**config.mk**
```make
export PLATFORM = sky130hd
export DESIGN_NAME = mem_access_unit
export DESIGN_NICKNAME = d
export VERILOG_FILES = /design/src/rtl/mem_pkg.sv /design/src/rtl/load_extend.sv /design/src/rtl/mem_access_unit.sv
export SDC_FILE = /design/constraint.sdc
export NUM_CORES = 1
export LEC_CHECK = 0
export ABC_AREA = 1
export CAP_MARGIN = 20
export CORE_UTILIZATION = 39
export DETAILED_ROUTE_END_ITERATION = 10
export PLACE_DENSITY_LB_ADDON = 0.08
export SLEW_MARGIN = 20
export SYNTH_ARGS = -nofsm -noshare
export SYNTH_HDL_FRONTEND = slang
export SYNTH_SLANG_ARGS = --single-unit
export TNS_END_PERCENT = 50
```
**constraint.sdc**
```tcl
create_clock -name CLK -period 1.35 [get_ports CLK]
set_input_delay 0.3375 -clock CLK [delete_from_list [all_inputs] [get_ports CLK]]
set_output_delay 0.3375 -clock CLK [all_outputs]
set_load 0.005 [all_outputs]
```
**src/rtl/mem_pkg.sv**
```systemverilog
// rtl/mem_pkg.sv - shared size/exception encodings and FSM states for the data memory port
// Shared by mem_access_unit, load_extend and the exception unit.
package mem_pkg;

    localparam logic [1:0] SZ_BYTE = 2'b00;
    localparam logic [1:0] SZ_HALF = 2'b01;
    localparam logic [1:0] SZ_WORD = 2'b10;

    localparam logic [1:0] EXC_NONE  = 2'b00;
    localparam logic [1:0] EXC_HALF  = 2'b01;
    localparam logic [1:0] EXC_WORD  = 2'b10;
    localparam logic [1:0] EXC_FAULT = 2'b11;

    typedef enum logic [1:0] {
        ST_IDLE  = 2'b00,
        ST_ISSUE = 2'b01,
        ST_WAIT  = 2'b10,
        ST_RESP  = 2'b11
    } state_t;

    // Checks that never need the memory: alignment per size and the illegal size.
    function automatic logic [1:0] local_exc(input logic [1:0] size, input logic [1:0] addr_lo);
        logic [1:0] exc;
        exc = EXC_NONE;
        case (size)
            SZ_HALF: if (addr_lo[0])          exc = EXC_HALF;
            SZ_WORD: if (addr_lo != 2'b00)    exc = EXC_WORD;
            SZ_BYTE: exc = EXC_NONE;
            default: exc = EXC_FAULT;
        endcase
        return exc;
    endfunction

endpackage

```
**src/rtl/load_extend.sv**
```systemverilog
// rtl/load_extend.sv - aligns big-endian load data and sign/zero-extends it
// Ports: size (access size), sign_ext (sign-extend), r_data (raw memory data), rdata (extended result).
module load_extend
    import mem_pkg::*;
(
    input  logic [1:0]  size,
    input  logic        sign_ext,
    input  logic [31:0] r_data,
    output logic [31:0] rdata
);

    // The memory is big-endian: the addressed byte always sits in [31:24].
    always_comb begin
        rdata = r_data;
        case (size)
            SZ_BYTE: rdata = {{24{sign_ext & r_data[31]}}, r_data[31:24]};
            SZ_HALF: rdata = {{16{sign_ext & r_data[31]}}, r_data[31:16]};
            default: rdata = r_data;
        endcase
    end

endmodule

```
**src/rtl/mem_access_unit.sv**
```systemverilog
// rtl/mem_access_unit.sv - single-outstanding load/store initiator for the data memory port
// Ports:
//   CLK, RST_n                      clock, async active-low reset
//   req_valid/req_ready             request handshake (ready only in IDLE)
//   req_store/size/signed/addr/wdata request fields, sampled at the handshake only
//   resp_valid/resp_rdata/resp_exc  one-cycle response with extended data and exception code
//   Addr/MemRd/MemWr/Type/W_data    memory command side
//   R_data/Mem_busy/MemWrong        memory response side
module mem_access_unit
    import mem_pkg::*;
#(
    parameter int TIMEOUT = 16
) (
    input  logic        CLK,
    input  logic        RST_n,
    input  logic        req_valid,
    output logic        req_ready,
    input  logic        req_store,
    input  logic [1:0]  req_size,
    input  logic        req_signed,
    input  logic [31:0] req_addr,
    input  logic [31:0] req_wdata,
    output logic        resp_valid,
    output logic [31:0] resp_rdata,
    output logic [1:0]  resp_exc,
    output logic [31:0] Addr,
    output logic        MemRd,
    output logic        MemWr,
    output logic [1:0]  Type,
    output logic [31:0] W_data,
    input  logic [31:0] R_data,
    input  logic        Mem_busy,
    input  logic [1:0]  MemWrong
);

    localparam int CW = $clog2(TIMEOUT + 1);

    state_t        state;
    state_t        state_nx;
    logic          signed_q;
    logic          store_q;
    logic [CW-1:0] cnt;
    logic [1:0]    req_exc;
    logic [31:0]   ext_data;
    logic          timed_out;

    // Addr/Type/W_data double as the request latch; they stay put until the next accept.
    load_extend u_load_extend (
        .size     (Type),
        .sign_ext (signed_q),
        .r_data   (R_data),
        .rdata    (ext_data)
    );

    assign req_ready = (state == ST_IDLE);
    assign req_exc   = local_exc(req_size, req_addr[1:0]);
    assign timed_out = (cnt == CW'(TIMEOUT));

    always_comb begin
        state_nx = state;
        case (state)
            ST_IDLE:  if (req_valid) state_nx = (req_exc != EXC_NONE) ? ST_RESP : ST_ISSUE;
            ST_ISSUE: state_nx = ST_WAIT;
            ST_WAIT:  if (!Mem_busy || timed_out) state_nx = ST_RESP;
            ST_RESP:  state_nx = ST_IDLE;
            default:  state_nx = ST_IDLE;
        endcase
    end

    always_ff @(posedge CLK or negedge RST_n) begin
        if (!RST_n) begin
            state      <= ST_IDLE;
            signed_q   <= 1'b0;
            store_q    <= 1'b0;
            cnt        <= '0;
            resp_valid <= 1'b0;
            resp_rdata <= '0;
            resp_exc   <= EXC_NONE;
            Addr       <= '0;
            MemRd      <= 1'b0;
            MemWr      <= 1'b0;
            Type       <= SZ_BYTE;
            W_data     <= '0;
        end else begin
            state      <= state_nx;
            MemRd      <= 1'b0;
            MemWr      <= 1'b0;
            resp_valid <= (state_nx == ST_RESP);
            case (state)
                ST_IDLE: begin
                    if (req_valid) begin
                        Addr     <= req_addr;
                        Type     <= req_size;
                        W_data   <= req_wdata;
                        signed_q <= req_signed;
                        store_q  <= req_store;
                        if (req_exc != EXC_NONE) begin
                            resp_exc   <= req_exc;
                            resp_rdata <= '0;
                        end else begin
                            MemRd <= ~req_store;
                            MemWr <= req_store;
                        end
                    end
                end
                ST_ISSUE: cnt <= '0;
                ST_WAIT: begin
                    // A completion in the same cycle the limit is hit still counts as success.
                    if (!Mem_busy) begin
                        resp_exc   <= MemWrong;
                        resp_rdata <= (store_q || MemWrong != EXC_NONE) ? 32'h0 : ext_data;
                    end else if (timed_out) begin
                        resp_exc   <= EXC_FAULT;
                        resp_rdata <= '0;
                    end else begin
                        cnt <= cnt + CW'(1);
                    end
                end
                default: ;
            endcase
        end
    end

endmodule

```
# After elaboration in Yosys (flattened, before gate mapping)
# Cells that the tools add are included.
[word_totals]
ff_bits = 112
output_inout_bits = 104
input_bits = 106
elab_cells = 70
[classes]
add_sub_neg = 1
muxes = 28
n_reduce_logical = 14
eq_ne = 13
bitwise = 2
[ops]
columns = ["cell", "n"]
rows = [
  ["2-to-1 mux 32 bit", 5],
  ["one-hot mux 32 bit (2 select lines)", 2],
  ["2-to-1 mux 2 bit", 8],
  ["2-to-1 mux 5 bit", 2],
  ["one-hot mux 5 bit (2 select lines)", 1],
  ["nonzero test 2 bit", 5],
  ["equality test 2 bit, second input constant", 4],
  ["one-hot mux 2 bit (4 select lines)", 1],
  ["2-to-1 mux 1 bit", 7],
  ["equality test 2 x 1 -> 1 bit, second input constant", 3],
  ["zero test 2 bit", 3],
  ["inequality test 2 bit, second input constant", 3],
  ["one-hot mux 2 bit (3 select lines)", 1],
  ["adder 5 x 1 -> 5 bit, second input constant", 1],
  ["equality test 5 bit, second input constant", 1],
  ["one-hot mux 2 bit (2 select lines)", 1],
  ["AND reduction 4 bit", 1],
  ["inequality test 3 bit, second input constant", 1],
  ["AND reduction 3 bit", 1],
  ["logical OR 1 bit", 2],
  ["inequality test 2 x 1 -> 1 bit, second input constant", 1],
  ["AND reduction 2 bit", 1],
  ["AND 1 bit", 1],
  ["zero test 1 bit", 1],
  ["inverter 1 bit", 1],
]

# Depth between registers and ports, before layout
[depth]
ltp_word = 8
ltp_mapped = 11
ltp_nobuf = 10

# Hierarchy
# From an unflattened synthesis, not the netlist that was laid out.
[hier_totals]
cells_unflattened = 683
hier_area_um2 = 5421.4
[by_module_without_submodules]
columns = ["mod", "cells_per_inst", "area_per_inst_um2", "instances", "seq_area_each_um2"]
rows = [
  ["mem_access_unit", 581, 4922.2, 1, 2802.7],
  ["load_extend", 102, 499.2, 1, 0.0],
]

# Worst setup path after synthesis
# No wires, ideal clock.
[synth_path]
path_type = "flip-flop to flip-flop"
start = "reg state[0]"
end = "reg Addr[0]"
setup_slack_ns = -0.122
arrival_time_ns = 1.407
period_less_slack_ns = 1.472
setup_time_ns = 0.066
path_buffers = 2
t_required_ns = 1.284
stages_incl_launch_ff = 8
cell_sequence = "dfrtp_1 > inv_1 > ha_1 > nand2_1 > buf_2 > buf_1 > nand2_1 > nand2_1"
[synth_between]
elab_chain_cells = 2
[synth_lines]
columns = ["element", "line_no", "source"]
rows = [
  ["start, declared", "mem_access_unit.sv:38", "state_t state;"],
  ["start signal, assigned", "mem_access_unit.sv:85", "state <= state_nx;"],
  ["zero test 2 bit", "-", ""],
  ["net req_ready", "mem_access_unit.sv:17", "output logic req_ready,"],
  ["AND reduction 2 bit (no source line)", "-", ""],
  ["end signal, assigned", "mem_access_unit.sv:92", "Addr <= req_addr;"],
  ["end, declared", "mem_access_unit.sv:26", "output logic [31:0] Addr,"],
]
# The timed path passes the listed nets, and every way through them passes these cells.
# A chain may end at the register's enable or synchronous reset.

# Worst setup path in the final report
[layout_path]
start = "reg state[1]"
end = "reg resp_exc[0]"
[layout_between]
elab_chain_cells = 3
word_cells_on_any_way = 8
cone_classes = "eq/ne: 4; mux: 1; reduce/logical: 3"
[layout_lines]
columns = ["element", "line_no", "source"]
rows = [
  ["equality test 2 bit or zero test 2 bit (tied branches)", "mem_access_unit.sv:89", "case (state)"],
  ["inequality test 3 bit (no source line), or another cell as far along", "-", ""],
  ["AND reduction 4 bit (no source line)", "-", ""],
  ["end signal, assigned", "mem_access_unit.sv:98", "resp_exc <= req_exc;"],
  ["end signal, assigned", "mem_access_unit.sv:110", "resp_exc <= MemWrong;"],
  ["end, declared", "mem_access_unit.sv:25", "output logic [1:0] resp_exc,"],
]
# Several ways; a longest one is shown, not always the timed one.

==> impl_metrics.csv <==
group,metric,value,unit
run_status,status,"complete, but fails checks",
run_status,violations,"negative hold slack, negative setup slack",
min_path,hold_path.class,"in2async",
drt,drt-initial-drc-count,377,
power_and_ir_drop,p_leak,4.36,nW
finish,drive_gt1_frac,0.143,
power_and_ir_drop,p_total,16.0,mW
finish,antennaDiodeCount,0,
global_routing,grt_pass1_wl,24200,um
floorplanning,die_area,0.0134,mm2
finish,areaGrowthSynthToFinish,66.0,%
clocking,clkSlewWorstSetupHoldPaths,70,ps
logic_synthesis,synth.area.top_cells,"dfrtp_1 56%, nand2_1 25%, nand3_1 6.2%",
logic_synthesis,synth_top_area_cell,"dfrtp_1",
global_routing,grtUsageTotal,0.235,
finish,fin_nets,1028,
logic_synthesis,yosysSeqAreaShare,0.556,
clocking,cts_made_buffers,9,
sta,setup_ws,-215,ps
logic_synthesis,yosysMostFrequentCell,"nand2_1",
sta,setup-violations-final,112,
drt,postRouteWirelength,15400,um
clocking,cts_max_path_buffers,2,
logic_synthesis,ys_ff_latch,112,
power_and_ir_drop,combPwrFrac,0.501,
power_and_ir_drop,intPower,10.1,mW
drt,drc,0,
job,drv_cap,0,
sta,min_period_over_period,1.16,
drt,num_vias,5159,
power_and_ir_drop,power.switching,5.88,mW
power_and_ir_drop,peakVddDrop,1240,uV
critical_path,r2r_cells,11,
sta,rsz0062_at_grt,"yes",
critical_path,arrival,1810,ps
critical_path,ff2ff_setup_slack,-210,ps
critical_path,worstPathMaxFanout,7,
logic_synthesis,synth_async_sr_flop_share,1.00,
place,dp_hpwl,10700,um
sta,fmax,0.639,GHz
floorplanning,die_y,116,um
place,place_congestion,0.889,
logic_synthesis,ys_top_cells_by_count,"336 x nand2_1, 112 x dfrtp_1, 62 x nand3_1, 61 x nor2_1, 26 x inv_1",
floorplanning,start_util,0.400,
drt,wire_per_inst,14.1,um
critical_path,startpoint_type,"flop",
logic_synthesis,synth_nets,768,
clocking,cts-root-buf,"clkbuf_16",
clocking,postCtsHoldBufs,0,
drt,viasPerCell,4.72,
logic_synthesis,yosysTopAreaCellShare,0.556,
sta,hold_viol,8,
sta,clock_skew,6.61,ps
logic_synthesis,synth_area,0.00504,mm2
logic_synthesis,yosys_warnings,0,
global_routing,grt-ovfl-total,0,
logic_synthesis,synth-edff-count,0,
floorplanning,die_w,116,um
place,dp.cells,1052,
clocking,clock-sinks,112,
floorplanning,num_rows,41,
sta,whs,-28.8,ps
clocking,clk_latency,360,ps
critical_path,worstSetupEndpointType,"flop",
power_and_ir_drop,powerDensity,1910,mW/mm2
logic_synthesis,synth.avg_cell_area,7.68,um2
logic_synthesis,synth_cell_types,17,
drt,first_pass_iters,6,
sta,timing.final.crit_period,1560,ps
global_routing,grt_max_degree,75,
global_routing,grt_pass1_vias,5040,
logic_synthesis,synth_ff_type,"dfrtp_1",
floorplanning,ios,210,
place,port_buffers,209,
clocking,cts_tree,"yes",
power_and_ir_drop,p_seq_frac,0.322,
critical_path,crit_required,1600,ps
sta,drv_slew,0,
floorplanning,fp.coreArea,0.0126,mm2
sta,relSlewSlack,0.682,
critical_path,crit_type,"reg2reg",
drt,ant_nets,0,
logic_synthesis,synthCells,657,
clocking,htree_num_levels,3,
power_and_ir_drop,pwr-share-clk,0.177,
global_routing,antenna_found_initial,0,
finish,final_cells,1094,
power_and_ir_drop,p_sw_frac,0.368,
sta,worst_pin_slew,478,ps
through the flow:
step                      setup WS (ps)  utilization  TNS (ps)  area (um2)
final                              -215        0.663    -11990        8370
after global routing               -280        0.663    -19050        8370
after CTS                          -192        0.647     -9340        8170
after detailed placement           -354        0.612    -24220        7720
after global placement             -314        0.612    -21390        7720
after floorplan                   -26.7            -      -801        5120
critical path: stages, from the launching register on:
cell	delay, ps
dfrtp_1	420
inv_2	100
ha_4	140
buf_6	120
inv_4	40
nor2_4	90
nor2_2	60
nand2_2	80
clkinv_4	100
clkbuf_16	180
nand3_1	80
nand2_1	50
power groups by stage:
stage	clock network [mW]	registers [mW]	logic, mW
global placement	0	5.16	7.32
detailed placement	0	5.18	7.48
finish	2.82	5.14	8.01
floorplan	0	5.22	3.28
global route	3.00	5.27	8.84
CTS	2.88	5.13	7.34
sequential cells by signal, indices dropped and copies added, names as in the netlist:
signal / cells
Addr: 32
MemRd: 1
MemWr: 1
Type: 2
W_data: 32
cnt: 5
resp_exc: 2
resp_rdata: 32
resp_valid: 1
signed_q: 1
state: 2
store_q: 1
cell type report:
cell class,instances,area (um2)
inverters,29,124
clock inverters,5,62.6
fillers,1056,4250
flip-flops and latches,112,2800
repair buffers,280,2780
well taps,172,215
multi-input cells,485,2130
clock buffers,11,253
metal layers:
metal / GRT usage / vias to the layer above / wire length, um
met3: 0.0758 / 17 / 1430
met2: 0.389 / 211 / 7370
li1: - / 2535 / -
met1: 0.285 / 2396 / 6290
met5: 0 / - / 0
met4: 0.0915 / 0 / 297
final timing paths:
kind | from | end
max in group asynchronous | RST_n | W_data[29]
worst min register to register | resp_rdata[7] | resp_rdata[7]
worst max register to register | state[1] | resp_exc[0]
worst min-delay path | RST_n | resp_rdata[6]
worst max-delay path | state[1] | resp_exc[0]
min in group CLK | resp_rdata[7] | resp_rdata[7]
cells in the final DEF (no fill, tap or decap), types with 6 or more instances in the layout:
cell type	netlist	routed
buf_4	0	54
clkdlybuf4s50_1	0	104
nand2_1	336	329
nor2_1	61	55
clkdlybuf4s15_1	0	97
nand3_1	62	55
buf_6	0	7
clkbuf_16	0	11
inv_1	26	20
buf_12	0	10
o21ai_0	8	6
dfrtp_1	112	112
nand3_2	4	10
timing repair:
item,CTS,global route
pin swaps,2,6
gates cloned,0,3
endpoints found under the setup margin,144,140
setup buffers,20,3
gates resized for setup,191,62
cell families (layout without fill, tap and decap cells):
group / after synthesis / after routing / share of synthesized area
simple gates: 466 / 466 / 0.368
xor+xnor: 2 / 2 / 0.00347
flops: 112 / 112 / 0.556
buf+inv: 60 / 325 / 0.0481
fa+ha+maj: 5 / 5 / 0.0124
compound gates: 12 / 12 / 0.0119
Note: power is estimated with default switching activity, not from simulation.
